--- config.mk ---
export PLATFORM = sky130hd
export DESIGN_NAME = ddr_rd_sched
export DESIGN_NICKNAME = d
export VERILOG_FILES = /design/src/rtl/video_pkg.sv /design/src/rtl/rd_addr_gen.sv /design/src/rtl/ddr_rd_sched.sv
export SDC_FILE = /design/constraint.sdc
export NUM_CORES = 1
export LEC_CHECK = 0
export CAP_MARGIN = 20
export CORE_MARGIN = 10
export CORE_UTILIZATION = 45
export CTS_BUF_LIST = sky130_fd_sc_hd__clkbuf_4
export DETAILED_ROUTE_END_ITERATION = 12
export GPL_TIMING_DRIVEN = 0
export HOLD_SLACK_MARGIN = 0.15
export PLACE_DENSITY = 0.77
export SYNTH_ARGS = -nofsm -noshare
export SYNTH_HDL_FRONTEND = slang
export SYNTH_SLANG_ARGS = --single-unit
--- constraint.sdc ---
create_clock -name clk -period 3.22 [get_ports clk]
set_clock_uncertainty 0.15 [all_clocks]
set_input_delay 0.644 -clock clk [delete_from_list [all_inputs] [get_ports clk]]
set_output_delay 0.644 -clock clk [all_outputs]
set_load 0.01 [all_outputs]
--- src/rtl/video_pkg.sv ---
// video_pkg: shared video/DDR defaults, derived burst geometry and read-scheduler state type
package video_pkg;
    localparam int DEF_DQ_WIDTH   = 32;
    localparam int DEF_H_WIDTH    = 1280;
    localparam int DEF_H_HEIGHT   = 720;
    localparam int DEF_BURST_LEN  = 8;
    localparam int DEF_ADDR_WIDTH = 28;
    localparam logic [27:0] DEF_CH_STRIDE = 28'h0200000;
    localparam int LINE_BYTES  = DEF_H_WIDTH;
    localparam int BURST_BYTES = DEF_BURST_LEN * DEF_DQ_WIDTH;
    localparam int NBURST      = LINE_BYTES / BURST_BYTES;
    typedef enum logic [2:0] {S_IDLE, S_WAIT_BUF, S_ADDR, S_DATA, S_NEXT} state_t;
    function automatic int cnt_width(input int n);
        return (n > 1) ? $clog2(n) : 1;
    endfunction
endpackage

--- src/rtl/rd_addr_gen.sv ---
// rd_addr_gen: line/half/burst counters producing the quadrant channel and burst byte address
module rd_addr_gen import video_pkg::*; #(
    parameter int H_HEIGHT   = DEF_H_HEIGHT,
    parameter int ADDR_WIDTH = DEF_ADDR_WIDTH,
    parameter int LINE_B     = LINE_BYTES,
    parameter int BURST_B    = BURST_BYTES,
    parameter int N_BURST    = NBURST,
    parameter logic [ADDR_WIDTH-1:0] CH_STRIDE = ADDR_WIDTH'(DEF_CH_STRIDE)
) (
    input  logic                  clk,
    input  logic                  rst,
    input  logic                  step,
    input  logic                  restart,
    output logic [ADDR_WIDTH-1:0] araddr,
    output logic [1:0]            ch,
    output logic                  last_burst
);
    localparam int LW = cnt_width(H_HEIGHT);
    localparam int BW = cnt_width(N_BURST);
    localparam logic [LW-1:0] LAST_LINE = LW'(H_HEIGHT - 1);
    localparam logic [LW-1:0] LAST_TOP  = LW'(H_HEIGHT / 2 - 1);
    localparam logic [BW-1:0] LAST_B    = BW'(N_BURST - 1);
    localparam logic [ADDR_WIDTH-1:0] CH_STRIDE2 = CH_STRIDE << 1;

    logic [LW-1:0]         line_q, line_d;
    logic                  half_q, half_d;
    logic                  bottom_q, bottom_d;
    logic [BW-1:0]         bidx_q, bidx_d;
    logic [ADDR_WIDTH-1:0] row_q, row_d;
    logic [ADDR_WIDTH-1:0] off_q, off_d;

    assign ch         = {bottom_q, half_q};
    assign araddr     = (bottom_q ? CH_STRIDE2 : '0) + (half_q ? CH_STRIDE : '0) + row_q + off_q;
    assign last_burst = (line_q == LAST_LINE) && half_q && (bidx_q == LAST_B);

    // Advance burst -> half -> line; row base and burst offset are kept as running sums
    always_comb begin
        line_d   = line_q;
        half_d   = half_q;
        bottom_d = bottom_q;
        bidx_d   = bidx_q;
        row_d    = row_q;
        off_d    = off_q;
        if (restart) begin
            line_d   = '0;
            half_d   = 1'b0;
            bottom_d = 1'b0;
            bidx_d   = '0;
            row_d    = '0;
            off_d    = '0;
        end else if (step && bidx_q != LAST_B) begin
            bidx_d = bidx_q + BW'(1);
            off_d  = off_q + ADDR_WIDTH'(BURST_B);
        end else if (step) begin
            bidx_d = '0;
            off_d  = '0;
            half_d = ~half_q;
            if (half_q) begin
                line_d   = (line_q == LAST_LINE) ? '0 : line_q + LW'(1);
                bottom_d = (line_q == LAST_TOP) ? 1'b1 : (line_q == LAST_LINE) ? 1'b0 : bottom_q;
                row_d    = (line_q == LAST_TOP || line_q == LAST_LINE) ? '0 : row_q + ADDR_WIDTH'(LINE_B);
            end
        end
    end

    // Counter registers
    always_ff @(posedge clk) begin
        if (rst) begin
            line_q   <= '0;
            half_q   <= 1'b0;
            bottom_q <= 1'b0;
            bidx_q   <= '0;
            row_q    <= '0;
            off_q    <= '0;
        end else begin
            line_q   <= line_d;
            half_q   <= half_d;
            bottom_q <= bottom_d;
            bidx_q   <= bidx_d;
            row_q    <= row_d;
            off_q    <= off_d;
        end
    end
endmodule

--- src/rtl/ddr_rd_sched.sv ---
// ddr_rd_sched: issues one AXI read burst at a time to assemble a 2x2 channel mosaic into the HDMI buffer
module ddr_rd_sched import video_pkg::*; #(
    parameter int DQ_WIDTH   = DEF_DQ_WIDTH,
    parameter int H_WIDTH    = DEF_H_WIDTH,
    parameter int H_HEIGHT   = DEF_H_HEIGHT,
    parameter int BURST_LEN  = DEF_BURST_LEN,
    parameter int ADDR_WIDTH = DEF_ADDR_WIDTH,
    parameter logic [ADDR_WIDTH-1:0] CH_STRIDE = ADDR_WIDTH'(DEF_CH_STRIDE)
) (
    input  logic                  clk,
    input  logic                  rst,
    input  logic                  frame_start,
    input  logic                  buf_wait,
    output logic [ADDR_WIDTH-1:0] axi_araddr,
    output logic [7:0]            axi_arlen,
    output logic                  axi_arvalid,
    input  logic                  axi_arready,
    input  logic                  axi_rvalid,
    input  logic                  axi_rlast,
    output logic                  axi_rready,
    output logic                  buf_wr_en,
    output logic [1:0]            channel_sel,
    output logic                  busy,
    output logic                  frame_done
);
    localparam int LINE_B  = H_WIDTH;
    localparam int BURST_B = BURST_LEN * DQ_WIDTH;
    localparam int N_BURST = LINE_B / BURST_B;

    if ((LINE_B % BURST_B) != 0 || N_BURST < 1 || (H_HEIGHT % 2) != 0 || BURST_LEN > 256) begin : g_bad_cfg
        $error("ddr_rd_sched: half-line must be a whole number of bursts and height must be even");
    end

    state_t                state_q, state_d;
    logic [ADDR_WIDTH-1:0] araddr_q, araddr_d;
    logic                  arvalid_q, arvalid_d;
    logic                  rready_q, rready_d;
    logic                  busy_q, busy_d;
    logic                  frame_done_q, frame_done_d;
    logic                  resync_q, resync_d;
    logic                  step, restart, last_burst;
    logic [ADDR_WIDTH-1:0] gen_araddr;
    logic [1:0]            gen_ch;

    rd_addr_gen #(
        .H_HEIGHT  (H_HEIGHT),
        .ADDR_WIDTH(ADDR_WIDTH),
        .LINE_B    (LINE_B),
        .BURST_B   (BURST_B),
        .N_BURST   (N_BURST),
        .CH_STRIDE (CH_STRIDE)
    ) u_gen (
        .clk       (clk),
        .rst       (rst),
        .step      (step),
        .restart   (restart),
        .araddr    (gen_araddr),
        .ch        (gen_ch),
        .last_burst(last_burst)
    );

    assign axi_araddr  = araddr_q;
    assign axi_arlen   = 8'(BURST_LEN - 1);
    assign axi_arvalid = arvalid_q;
    assign axi_rready  = rready_q;
    assign buf_wr_en   = axi_rvalid & axi_rready;
    assign channel_sel = gen_ch;
    assign busy        = busy_q;
    assign frame_done  = frame_done_q;

    // Burst sequencing FSM; a frame_start during a frame is deferred to the next burst boundary
    always_comb begin
        state_d      = state_q;
        araddr_d     = araddr_q;
        arvalid_d    = arvalid_q;
        rready_d     = rready_q;
        busy_d       = busy_q;
        frame_done_d = 1'b0;
        resync_d     = resync_q | (frame_start & busy_q);
        step         = 1'b0;
        restart      = 1'b0;
        case (state_q)
            S_IDLE: if (frame_start) begin
                restart = 1'b1;
                busy_d  = 1'b1;
                state_d = S_WAIT_BUF;
            end
            S_WAIT_BUF: if (!buf_wait) begin
                araddr_d  = gen_araddr;
                arvalid_d = 1'b1;
                state_d   = S_ADDR;
            end
            S_ADDR: if (axi_arready) begin
                arvalid_d = 1'b0;
                rready_d  = 1'b1;
                state_d   = S_DATA;
            end
            S_DATA: if (axi_rvalid && axi_rlast) begin
                rready_d = 1'b0;
                state_d  = S_NEXT;
            end
            S_NEXT: begin
                resync_d = 1'b0;
                state_d  = S_WAIT_BUF;
                if (resync_q || frame_start) begin
                    restart = 1'b1;
                end else begin
                    step = 1'b1;
                    if (last_burst) begin
                        frame_done_d = 1'b1;
                        busy_d       = 1'b0;
                        state_d      = S_IDLE;
                    end
                end
            end
            default: state_d = S_IDLE;
        endcase
    end

    // State and registered AXI/status outputs
    always_ff @(posedge clk) begin
        if (rst) begin
            state_q      <= S_IDLE;
            araddr_q     <= '0;
            arvalid_q    <= 1'b0;
            rready_q     <= 1'b0;
            busy_q       <= 1'b0;
            frame_done_q <= 1'b0;
            resync_q     <= 1'b0;
        end else begin
            state_q      <= state_d;
            araddr_q     <= araddr_d;
            arvalid_q    <= arvalid_d;
            rready_q     <= rready_d;
            busy_q       <= busy_d;
            frame_done_q <= frame_done_d;
            resync_q     <= resync_d;
        end
    end
endmodule

# [After elaboration in Yosys (flattened, before gate mapping)]
# Cells that the tools add are included.
[totals] in_bits=7 elab_cells=97 output_inout_bits=43 ff_bits=107
[op_classes] mux=33 add_sub_neg=7 eq_ne=14 n_bitwise=7 reduce_logical=23
[op_table] operator="adder 28 bit" count=3
[op_table] operator="two-way mux 28 bit" count=3
[op_table] operator="adder 28 x 11 -> 28 bit, second input constant" count=1
[op_table] operator="adder 28 x 9 -> 28 bit, second input constant" count=1
[op_table] operator="two-way mux 23 bit" count=1
[op_table] operator="two-way mux 22 bit" count=1
[op_table] operator="two-way mux 3 bit" count=6
[op_table] operator="two-way mux 1 bit" count=16
[op_table] operator="one-hot mux 3 bit (5 select lines)" count=1
[op_table] operator="inequality test 2 bit, second input constant" count=6
[op_table] operator="AND reduction 4 bit" count=3
[op_table] operator="adder 10 x 1 -> 10 bit, second input constant" count=1
[op_table] operator="== test 10 bit, second input constant" count=1
[op_table] operator="== test 10 x 9 -> 1 bit, second input constant" count=1
[op_table] operator="two-way mux 10 bit" count=1
[op_table] operator="nonzero test 2 bit" count=5
[op_table] operator="AND reduction 3 bit" count=3
[op_table] operator="one-hot mux 1 bit (2 select lines)" count=4
[op_table] operator="== test 3 x 2 -> 1 bit, second input constant" count=2
[op_table] operator="== test 3 bit, second input constant" count=2
[op_table] operator="logical AND 1 bit" count=4
[op_table] operator="NOT 1 bit" count=4
[op_table] operator="AND reduction 2 bit" count=2
[op_table] operator="OR reduction 2 bit" count=2
[op_table] operator="other kinds (8)" count=10

# [Depth between registers and ports, before layout]
[depth] depth_word=6 ltp_mapped=10 ltp_nobuf=10

# [Modules after synthesis]
# From an unflattened synthesis, not the netlist that was laid out.
[hier_totals] cells_unflattened=609 hier_area_um2=5101.1
[by_module_without_submodules] mod="rd_addr_gen" cells_per_inst=429 seq_area_each_um2=1101.1 area_per_inst_um2=3651.0 instances=1
[by_module_without_submodules] mod="ddr_rd_sched" cells_per_inst=180 seq_area_each_um2=720.7 area_per_inst_um2=1450.1 instances=1

# [Worst setup path after synthesis]
# OpenSTA, ideal clock, no wires.
[synth_timing] kind="register -> register" startpoint="register u_gen.row_q[13]" endpoint="register araddr_q[24] (netlist: axi_araddr[24])" setup_time_ns=0.091 synth_period_minus_slack_ns=2.569 arrival_time_ns=2.328 t_required_ns=2.979 n_path_buf=0 path_slack_ns=0.651 path_stages_with_launch=9 cell_sequence="dfxtp_1 -> ha_1 -> ha_1 -> nand4_1 -> nor3_1 -> o21a_1 -> o2111ai_1 -> a221o_1 -> a311oi_1"
[synth_via] elab_chain_len=2
[synth_lines] element="start: declaration" line="rd_addr_gen.sv:29" rtl="logic [ADDR_WIDTH-1:0] row_q, row_d;"
[synth_lines] element="start signal: assignment" line="rd_addr_gen.sv:80" rtl="row_q <= row_d;"
[synth_lines] element="adder 28 bit (2 in series)" line="rd_addr_gen.sv:33" rtl="assign araddr = (bottom_q ? CH_STRIDE2 : '0) + (half_q ? CH_STRIDE : '0) + row_q + off_q;"
[synth_lines] element="end signal: assignment" line="ddr_rd_sched.sv:132" rtl="araddr_q <= araddr_d;"
[synth_lines] element="end: declaration" line="ddr_rd_sched.sv:35" rtl="logic [ADDR_WIDTH-1:0] araddr_q, araddr_d;"
# No other way between the ends.
# A chain may end at the register's enable or synchronous reset.

# [Worst setup path in the final report]
# Ends and elaborated chain as after synthesis.

==> metrics.csv <==
metric,value,unit
final standard cell count with taps included and fillers excluded,809,
total track usage,14.38,%
Die Area,15550,µm²
number of clock sinks,84,
number of buffers created by CTS,9,
Post CTS Setup Buffer Count,0,
Routed met1 length,5102,µm
critical path class,register to register,
layout cells sized above 1,6.737,%
clock transition time at the flip-flop clock pins of the worst setup and hold paths,0.13,ns
launching instance or port of the critical path,u_gen.row_q[13],
H-tree depth,3,
top cells by area in the synthesized netlist,"sky130_fd_sc_hd__dfxtp_1, sky130_fd_sc_hd__ha_1, sky130_fd_sc_hd__nor2_1",
LEAKAGE,2.155,nW
cell count after placement,791,
Root Buffer,sky130_fd_sc_hd__clkbuf_4,
post-route minimum period,2.958,ns
post-route ant nets,0,
final number of max-transition violations,0,
max-capacitance violation count,0,
slowest CP cell,sky130_fd_sc_hd__dfxtp_1,
total power after layout,2.186,mW
number of DRC markers in iteration 0,290,
end-of-flow core utilization,52.18,%
highest cell delay on the worst timing path,0.46,ns
"Avg Cell Area, Syn",8.164,µm²
worst hold margin,0.3154,ns
type of origin of the critical path,register,
hold violation count in the final report,0,
measured slew at the worst slew-check pin,0.7714,ns
Area Overhead vs Synth,14.21,%
routed via count,4260,
origin of the critical flop-to-flop path,u_gen.row_q[13],
count of cell types in the netlist,59,
peak supply drop,0.0003629,V
Synth Area in XOR/XNOR,10.66,%
final-report setup violation count,0,
standard-cell rows,38,
"Non-Filler Cell Area, Final",5632,µm²
most repeated library cell on the critical path,sky130_fd_sc_hd__ha_1,
Post-Synthesis Cell Area,4931,µm²
DR vias/cell,5.266,
pwr dens,388.1,nW/µm²
worst setup slack after layout,0.2625,ns
leading post-synthesis cells by instance count,"sky130_fd_sc_hd__nor2_1, sky130_fd_sc_hd__dfxtp_1, sky130_fd_sc_hd__nand2_1",
proportion of synthesized area in mux cells,0.2030,%
Arrival @ worst endpoint,3.17,ns
"critical path fanouts, max",6,
pin count of the biggest net entering global routing,15,
adder and majority cell fraction of the synthesized area,11.22,%
Slew HR,47.90,%
most repeated cell in the gate-level netlist after synthesis,sky130_fd_sc_hd__nor2_1,
Yosys top cell by area,sky130_fd_sc_hd__dfxtp_1,
io pins,50,
Placeable Area,10790,µm²
CTS Hold Bufs,0,
quantity of gates resized following cts,0,
clock latency of the later-clocked register in the worst-skew pair,0.45,ns
first-pass detailed-route iteration total,4,
Hold Path Class,register to register,
destination of the critical timing path,axi_araddr[24],
proportion of register bits with asynchronous set or reset after synthesis,0,%
FF-to-FF End,axi_araddr[24],
final HPWL from detailed placement,8833,µm
Reg2Reg Depth,8,
Final GP Congestion,0.9022,
CTS tree,done,
Final nets,713,
number of global-route vias before repair,4051,
fraction of synthesized cell area taken by the top area cell type,34.10,%
outcome,"complete, no violations",
floorplan die width,124.7,µm
maximum clock insertion buffer count,2,
Chip Height,124.7,µm
Post-Route Setup TNS,0,ns
"synthesized-area fraction occupied by ao, oa, aoi and oai cells",13.32,%
number of storage elements in the synthesis netlist,84,
top sig layer,met4,
total length of routed wires,11270,µm
number of I/O port buffers,33,
ordered cell list for the critical path,ha_1 -> ha_1 -> nand4_1 -> nor3_1 -> o21a_1 -> o2111ai_1 -> a221o_1 -> a311oi_1,
Worst R2R Setup Slack,0.26,ns
number of enable-type register cells in the synthesized netlist,0,
starting density of the core,45.69,%
share of synthesized area occupied by flip-flops and latches,34.10,%
final clock period utilization by the worst path,91.85,%
post-detailed-route DRC marker count,0,
crit path capture type,register,
Post-synth top flop,sky130_fd_sc_hd__dfxtp_1,
Synth warnings,0,
wire length of the first global-routing pass,19210,µm
Place WS,-0.2346,ns
dominant combinational cell family by area after synthesis,simple AND/OR/NAND/NOR gates,
met3 wire length,588,µm
number of antenna violations at the first check in global routing,1,
grt total ovfl,0,
cell area after placement,5489,µm²
maximum clock frequency,0.3381,GHz
count of mapped cells out of synthesis,604,
average routed wire per standard cell,13.94,µm
"Data required, critical path",3.44,ns
setup repair after global routing missed its margin,no,
met2 wirelength from detailed routing,5430,µm
simple logic cell fraction of the synthesized area,24.05,%
## registers in the layout (all words and copies together) (netlist names), 3 cells and up
register	count
u_gen.off_q	20
axi_araddr	21
state_q	3
u_gen.line_q	10
u_gen.bidx_q	3
u_gen.row_q	20
## metal layers
metal	track usage [%]	vias to the layer above
met4	4.524	0
li1	-	2181
met3	4.809	13
met5	0	-
met1	17.43	1984
met2	23.42	82
## placed cells by master (no fill, tap or decap), types with 4 or more instances in the layout
cell / n
sky130_fd_sc_hd__a21oi_1: 42
sky130_fd_sc_hd__conb_1: 16
sky130_fd_sc_hd__buf_4: 19
sky130_fd_sc_hd__nor3_1: 14
sky130_fd_sc_hd__inv_1: 20
sky130_fd_sc_hd__or3_1: 6
sky130_fd_sc_hd__and4_1: 5
sky130_fd_sc_hd__xnor2_1: 37
sky130_fd_sc_hd__nand4_1: 11
sky130_fd_sc_hd__o21ai_0: 19
sky130_fd_sc_hd__o21a_1: 5
sky130_fd_sc_hd__clkbuf_4: 9
sky130_fd_sc_hd__dfxtp_1: 84
sky130_fd_sc_hd__nand3_1: 21
sky130_fd_sc_hd__clkbuf_1: 18
sky130_fd_sc_hd__and3_1: 14
sky130_fd_sc_hd__nand2_1: 57
sky130_fd_sc_hd__ha_1: 41
sky130_fd_sc_hd__clkdlybuf4s50_1: 33
sky130_fd_sc_hd__nor2_1: 95
sky130_fd_sc_hd__xor2_1: 23
sky130_fd_sc_hd__a211oi_1: 5
sky130_fd_sc_hd__o211ai_1: 4
## cell families (layout without fill, tap and decap cells)
| group | count (synthesis) | after routing |
|---|---|---|
| compound gates | 104 | 104 |
| xor+xnor | 60 | 60 |
| fa+ha+maj | 43 | 43 |
| buf+inv | 61 | 111 |
| flops | 84 | 84 |
| mux | 1 | 1 |
| other cells | 2 | 17 |
| simple gates | 249 | 249 |
## area by class of cell
type                    count  area [µm²]
clock inverters             7       67.56
diodes                      1       2.502
inverters                  20       75.07
well taps                 140       175.2
flip-flops and latches     84        1682
multi-input cells         473        2992
plain buffers              41       235.2
fillers                  1011        5161
clock buffers               9       67.56
repair buffers             34       335.3
## worst min-delay path by stage
stage                     from              end  slack, ns  cells after the start
4_1_cts         axi_araddr[13]   axi_araddr[13]       0.32                      2
6_report        axi_araddr[13]   axi_araddr[13]       0.32                      2
2_1_floorplan  u_gen.bidx_q[1]  u_gen.bidx_q[1]       0.30                      2
5_1_grt         axi_araddr[13]   axi_araddr[13]       0.34                      2
3_5_place_dp    axi_araddr[12]   axi_araddr[12]       0.30                      2
3_3_place_gp    axi_araddr[13]   axi_araddr[13]       0.29                      2
## worst max-delay path, delay by kind of cell (launching register included)
kind / cells / cell delay, ns
and+or+nand+nor: 2 / 0.52
adders and majority gates: 2 / 0.65
DFF: 1 / 0.46
AOI/OAI and AO/OA: 4 / 1.11
## report_power, final
part           leakage [nW]  switching [mW]  internal, mW
clock                0.0693           0.375         0.232
sequential            0.678          0.0229          1.08
combinational          1.41           0.290         0.187
Power figures use the tool's default switching activity.
